<file path="src/rtl/umni_pkg.sv">
// Shared definitions for the binary-to-BCD converter: FSM encoding,
// BCD digit constants and default sizing.
package umni_pkg;

    typedef enum logic [1:0] {
        S_IDLE  = 2'd0,
        S_SHIFT = 2'd1,
        S_DONE  = 2'd2
    } state_e;

    localparam int BCD_DIGIT_W = 4;
    localparam int ADD3_THRESH = 5;
    localparam int DEF_WIDTH   = 8;
    localparam int DEF_DIGITS  = 3;

endpackage

</file>
<file path="src/rtl/bin_to_bcd_seq_add3.sv">
// Single BCD digit corrector for the shift-and-add-3 algorithm:
// a digit of 5 or more gets 3 added before the next left shift.
module bcd_add3
    import umni_pkg::*;
(
    input  logic [BCD_DIGIT_W-1:0] digit_i,
    output logic [BCD_DIGIT_W-1:0] digit_o
);

    assign digit_o = (digit_i >= BCD_DIGIT_W'(ADD3_THRESH))
                   ? digit_i + BCD_DIGIT_W'(3)
                   : digit_i;

endmodule

</file>
<file path="src/rtl/bin_to_bcd_seq.sv">
// Sequential binary-to-BCD converter, one input bit per clock, with a
// start/busy/done handshake and a result register held between conversions.
module bin_to_bcd_seq
    import umni_pkg::*;
#(
    parameter int WIDTH  = DEF_WIDTH,
    parameter int DIGITS = DEF_DIGITS
) (
    input  logic                        clk,
    input  logic                        rst_n,
    input  logic                        start,
    input  logic [WIDTH-1:0]            bin,
    output logic                        busy,
    output logic                        done,
    output logic [BCD_DIGIT_W*DIGITS-1:0] bcd
);

    localparam int CNT_W = $clog2(WIDTH + 1);
    localparam int BCD_W = BCD_DIGIT_W * DIGITS;

    state_e             state_q, state_d;
    logic [CNT_W-1:0]   cnt_q, cnt_d;
    logic [WIDTH-1:0]   shift_q, shift_d;
    logic [BCD_W-1:0]   scratch_q, scratch_d;
    logic [BCD_W-1:0]   bcd_q, bcd_d;
    logic               busy_q;
    logic               done_q;
    logic [BCD_W-1:0]   corr;

    generate
        for (genvar gi = 0; gi < DIGITS; gi++) begin : g_digit
            bcd_add3 u_add3 (
                .digit_i (scratch_q[gi*BCD_DIGIT_W +: BCD_DIGIT_W]),
                .digit_o (corr[gi*BCD_DIGIT_W +: BCD_DIGIT_W])
            );
        end
    endgenerate

    always_comb begin
        state_d   = state_q;
        cnt_d     = cnt_q;
        shift_d   = shift_q;
        scratch_d = scratch_q;
        bcd_d     = bcd_q;
        case (state_q)
            S_IDLE: begin
                if (start) begin
                    shift_d   = bin;
                    scratch_d = '0;
                    cnt_d     = CNT_W'(WIDTH);
                    state_d   = S_SHIFT;
                end
            end
            S_SHIFT: begin
                // Correct every digit, then shift the combined register left.
                {scratch_d, shift_d} = {corr[BCD_W-2:0], shift_q, 1'b0};
                cnt_d = cnt_q - CNT_W'(1);
                if (cnt_q == CNT_W'(1)) begin
                    state_d = S_DONE;
                end
            end
            S_DONE: begin
                bcd_d   = scratch_q;
                state_d = S_IDLE;
            end
            default: begin
                state_d = S_IDLE;
            end
        endcase
    end

    always_ff @(posedge clk or negedge rst_n) begin
        if (!rst_n) begin
            state_q   <= S_IDLE;
            cnt_q     <= '0;
            shift_q   <= '0;
            scratch_q <= '0;
            bcd_q     <= '0;
            busy_q    <= 1'b0;
            done_q    <= 1'b0;
        end else begin
            state_q   <= state_d;
            cnt_q     <= cnt_d;
            shift_q   <= shift_d;
            scratch_q <= scratch_d;
            bcd_q     <= bcd_d;
            busy_q    <= (state_d != S_IDLE);
            done_q    <= (state_q == S_DONE);
        end
    end

    assign busy = busy_q;
    assign done = done_q;
    assign bcd  = bcd_q;

endmodule
</file>
<file path="config.mk">
export PLATFORM = sky130hd
export DESIGN_NAME = bin_to_bcd_seq
export DESIGN_NICKNAME = d
export VERILOG_FILES = /design/src/rtl/umni_pkg.sv /design/src/rtl/bin_to_bcd_seq_add3.sv /design/src/rtl/bin_to_bcd_seq.sv
export SDC_FILE = /design/constraint.sdc
export NUM_CORES = 1
export LEC_CHECK = 0
export ABC_AREA = 0
export ABC_CLOCK_PERIOD_IN_PS = 1500
export BUFFER_PORTS_ARGS = -buffer_cell sky130_fd_sc_hd__buf_2
export CAP_MARGIN = 5
export CORE_UTILIZATION = 30
export CTS_BUF_LIST = sky130_fd_sc_hd__clkbuf_8
export DETAILED_ROUTE_END_ITERATION = 8
export GPL_ROUTABILITY_DRIVEN = 1
export PLACE_DENSITY = 0.57
export SETUP_SLACK_MARGIN = 0.02
export SYNTH_ARGS = -nofsm -noshare
export SYNTH_HDL_FRONTEND = slang
export SYNTH_SLANG_ARGS = --single-unit
</file>
<file path="constraint.sdc">
create_clock -name clk -period 1.5 [get_ports clk]
set_clock_uncertainty 0.05 [all_clocks]
set_input_delay 0.225 -clock clk [delete_from_list [all_inputs] [get_ports clk]]
set_output_delay 0.225 -clock clk [all_outputs]
set_load 0.02 [all_outputs]
</file>
==> results.txt <==
- Leakage power: approximately 1.1 nW
* Portion of the post-synthesis area used by sequential elements: between 50% and 60%
- The tree built by TritonCTS fans out to 40 sinks.
* Die span in x: 81.1 um
* ANT nets after route: 0
* Required time worst endpoint: 1.65 ns
* Hold path endpoint: shift_q[0]
* TritonCTS Buffers: 5
- Share of cells above drive strength 1: 27.9%
* Final Net Count: 233
- The finished layout holds 290 standard cells, fillers aside.
* Clock Power Share: ~19%
- Antenna violations before repair: 0
- Last weighted congestion value of the routability-driven placer: 0.737
* Category of the worst setup path capture point: flop
- The via count of the first global-routing pass was approximately 1400.
* Number of setup violations in the final report: 0
- Hold path startpoint: bin[0]
- Total number of vias: around 1400
- In this run switching power makes up 37.6% of total power.
* Worst reg2reg startpoint: scratch_q[5]
- Power comes to 0.00483 W.
- In this run the tool buffered the top-level ports with 24 buffer cells.
* Final worst slack: 0.113 ns
- After global routing the overflow that remains totals 0.
* RSZ-0062 raised after global routing: yes
* Sum of buffers and inverters on the critical path: 1
- Time the final worst path needs with I/O delays and setup: 1.39 ns
- The number of endpoints with negative hold slack in the final report came to 0.
- In this run, flip-flops and latches consume a little over a third of the power.
- Cell variety after synth: 32
- In this run the core area contains 28 standard-cell rows.
* Maximum net fanout on the critical path: 3
- Period utilisation layout: 92.5%
* Mean number of vias per cell: slightly below 5
- For the pin with the worst max-slew slack, the measured transition is between 0.4 and 0.5 ns.
* Synthesized Nets: 197
- Area Growth Syn to Fin: 23.4%
- Sorting the synthesized cells by area gives the leading types as sky130_fd_sc_hd__dfrtp_1 (53%), sky130_fd_sc_hd__o21ai_0 (5.6%), sky130_fd_sc_hd__nand2_1 (5.4%), sky130_fd_sc_hd__ha_1 (5.3%), sky130_fd_sc_hd__inv_1 (3.2%).
- Cell Pwr Density: roughly 2100 nW/um^2
- List of cells traversed by the critical path: inv_2 -> ha_2 -> nor2b_4 -> o21a_1 -> o311ai_1
- Max-cap violations: 0
- In the final routed layout, each cell accounts on average for between 10 and 15 um.
* Number of slew-limit violations in the final report: 0
- Clock buffer depth: 2
- In the routed design, unresolved DRC markers number 0.
* Number of primary I/O pins: 25
- Worst Setup Slack post-DPL: 0.0320 ns
- The number of antenna diodes in the final layout is 0.
- Final wirelength: between 3 and 4 mm
- Number of design-rule violations left by the first detailed-router iteration: 65
* Worst Path Arrival: 1.54 ns
- Clock-pin slew was measured on the worst setup and hold paths at about 0.090 ns.
* Slew headroom: 68.8%
- Combinational logic burns between 40 and 50% of the power.
- In this run, placement finished with an instance count of 278.
* Count of cells along the worst register-to-register path: 5
- Outcome: completed
- Number of synthesized register bits: 40
* Clock latency reported for the late side of the worst-skew pair: approximately 0.3 ns
* Post-Syn Area: 1880 um^2
- Averaged over all synthesized cells, the footprint is 10.6 um^2.
- Number of instances in the synthesized netlist: 178
- Worst reg2reg path endpoint: scratch_q[6]
* Setup TNS after final layout: 0 ns
- Critical path startpoint category: flop
- The core region is 5990 um^2.
- sky130_fd_sc_hd__dfrtp_1 takes more of the synthesized area than any other cell.
- Class of the worst hold path: in2reg
- Worst hold path depth: 2
- Tracing the worst setup path back leads to its startpoint at scratch_q[5].
* Height of the die: 81.1 um
- Entering global routing, the biggest net connects 26 pins.
- TritonCTS built the clock tree.
- Across the VDD grid, the largest voltage drop is 0.000703 V.
* Switching power of the nets: roughly 0.0018 W
* Area of the die: 6580 um^2
* Final-layout worst hold slack: 0.143 ns
* All-Layer GR Usage: 13.2%
- DRT Pass-1 Iters: 4
* Cell at the root of the clock tree: sky130_fd_sc_hd__clkbuf_8
- Maximum level of the CTS H-tree: 2
- Reg-to-reg setup timing slack: 0.11 ns
- The critical path is of the reg2reg type.
- For this run, the slowest stage of the critical path takes roughly 0.40 ns.
* Int Power: 0.00301 W
- First-pass GRT wire length: 6.51 mm
- Fraction of synthesized cell area taken by the top area cell type: approximately 53%
* Detail Placement HPWL: approximately 2.6 mm
* Highest achievable clock rate: 721 MHz
- Yosys warnings: 0
* Max stage delay cell, worst path: sky130_fd_sc_hd__dfrtp_1
- Effective utilization at floorplan: between 30% and 40%
* Kind of cell adding the most delay to the critical path: compound AO/OA/AOI/OAI gates
state kept, by name (all words and copies together), names as in the netlist:
| signal | flops |
|---|---|
| cnt_q | 4 |
| busy | 1 |
| state_q | 2 |
| bcd | 12 |
| done | 1 |
| scratch_q | 12 |
| shift_q | 8 |
area by class of cell:
class,instances,area [um^2]
Timing Repair Buffer,39,260
Tap cell,75,93.8
Fill cell,606,3670
Clock inverter,2,38.8
Sequential cell,40,1000
Multi-Input combinational cell,111,777
Clock buffer,6,82.6
Inverter,17,63.8
metal layers:
layer / up-vias / share of wire, % / wire length (um) / GRT usage, %
li1: 702 / - / - / -
met1: 681 / 49 / 1840 / 17.3
met2: 37 / 45 / 1680 / 20.2
met3: 7 / 4.4 / 166 / 3.82
met4: 0 / 1.7 / 62 / 5.89
met5: - / 0 / 0 / 0
cells by family (layout without fill, tap and decap cells):
| logic type | Yosys count | count (layout) | synth area share, % |
|---|---|---|---|
| AO/OA/AOI/OAI | 59 | 59 | 23.2 |
| flip-flops | 40 | 40 | 53.3 |
| AND/OR/NAND/NOR | 40 | 40 | 9.46 |
| buffers and inverters | 27 | 64 | 6.66 |
| adder cells (fa/ha/maj) | 8 | 8 | 5.33 |
| XOR/XNOR | 2 | 2 | 0.933 |
| multiplexers | 2 | 2 | 1.13 |
power groups by stage:
stage               clock network (W)  logic [W]  registers, W
floorplan                           0    0.00132       0.00189
global placement                    0    0.00199       0.00179
detailed placement                  0    0.00200       0.00180
CTS                          0.000968    0.00202       0.00178
global route                  0.00101    0.00241       0.00183
finish                       0.000931    0.00213       0.00177
worst max path at each step:
stage	end	slack, ns	depth (start not counted)
after global placement	scratch_q[6]	0.07	5
final	scratch_q[6]	0.11	5
after detailed placement	scratch_q[1]	0.03	5
after global routing	scratch_q[10]	0.004	5
after CTS	scratch_q[2]	0.02	5
after floorplan	scratch_q[6]	0.16	5
synth_stat cells (all sizes together):
cell     number
dfrtp        40
nand2        27
o21ai        23
inv          17
buf          10
ha            8
a22oi         7
o2111ai       6
a32o          4
nor2b         4
nand2b        3
nor2          3
o21a          3
o221ai        3
o311ai        3
o31ai         3
o32ai         2
xnor2         2
a21oi         1
a22o          1
a31oi         1
and2b         1
and3          1
mux2          1
mux2i         1
nor3          1
o21bai        1
o22ai         1
cell usage in the layout, fill, tap and decap left out, types with 4 or more instances in the layout:
cell type	netlist	layout
sky130_fd_sc_hd__a22oi_1	7	7
sky130_fd_sc_hd__ha_1	8	6
sky130_fd_sc_hd__a32o_1	4	4
sky130_fd_sc_hd__nand2_1	27	27
sky130_fd_sc_hd__o21ai_0	21	21
sky130_fd_sc_hd__buf_4	2	12
sky130_fd_sc_hd__buf_2	7	24
sky130_fd_sc_hd__clkbuf_8	0	6
sky130_fd_sc_hd__dfrtp_1	40	40
sky130_fd_sc_hd__o2111ai_1	6	6
sky130_fd_sc_hd__inv_1	16	15
per-stage QoR:
stage	instance area (um^2)	util, %
after floorplan	1880	-
after global placement	2140	35.7
after detailed placement	2140	35.7
after CTS	2270	37.9
after global routing	2320	38.7
final	2320	38.7
repair_timing:
item                       CTS  global route
setup buffers                0             3
hold endpoints to repair    17             0
resized for setup            1             8
setup endpoints to repair    1            15
cloned                       0             0
hold buffers                 1             0
pin swaps                    0             1
Note: power is estimated with default switching activity, not from simulation.
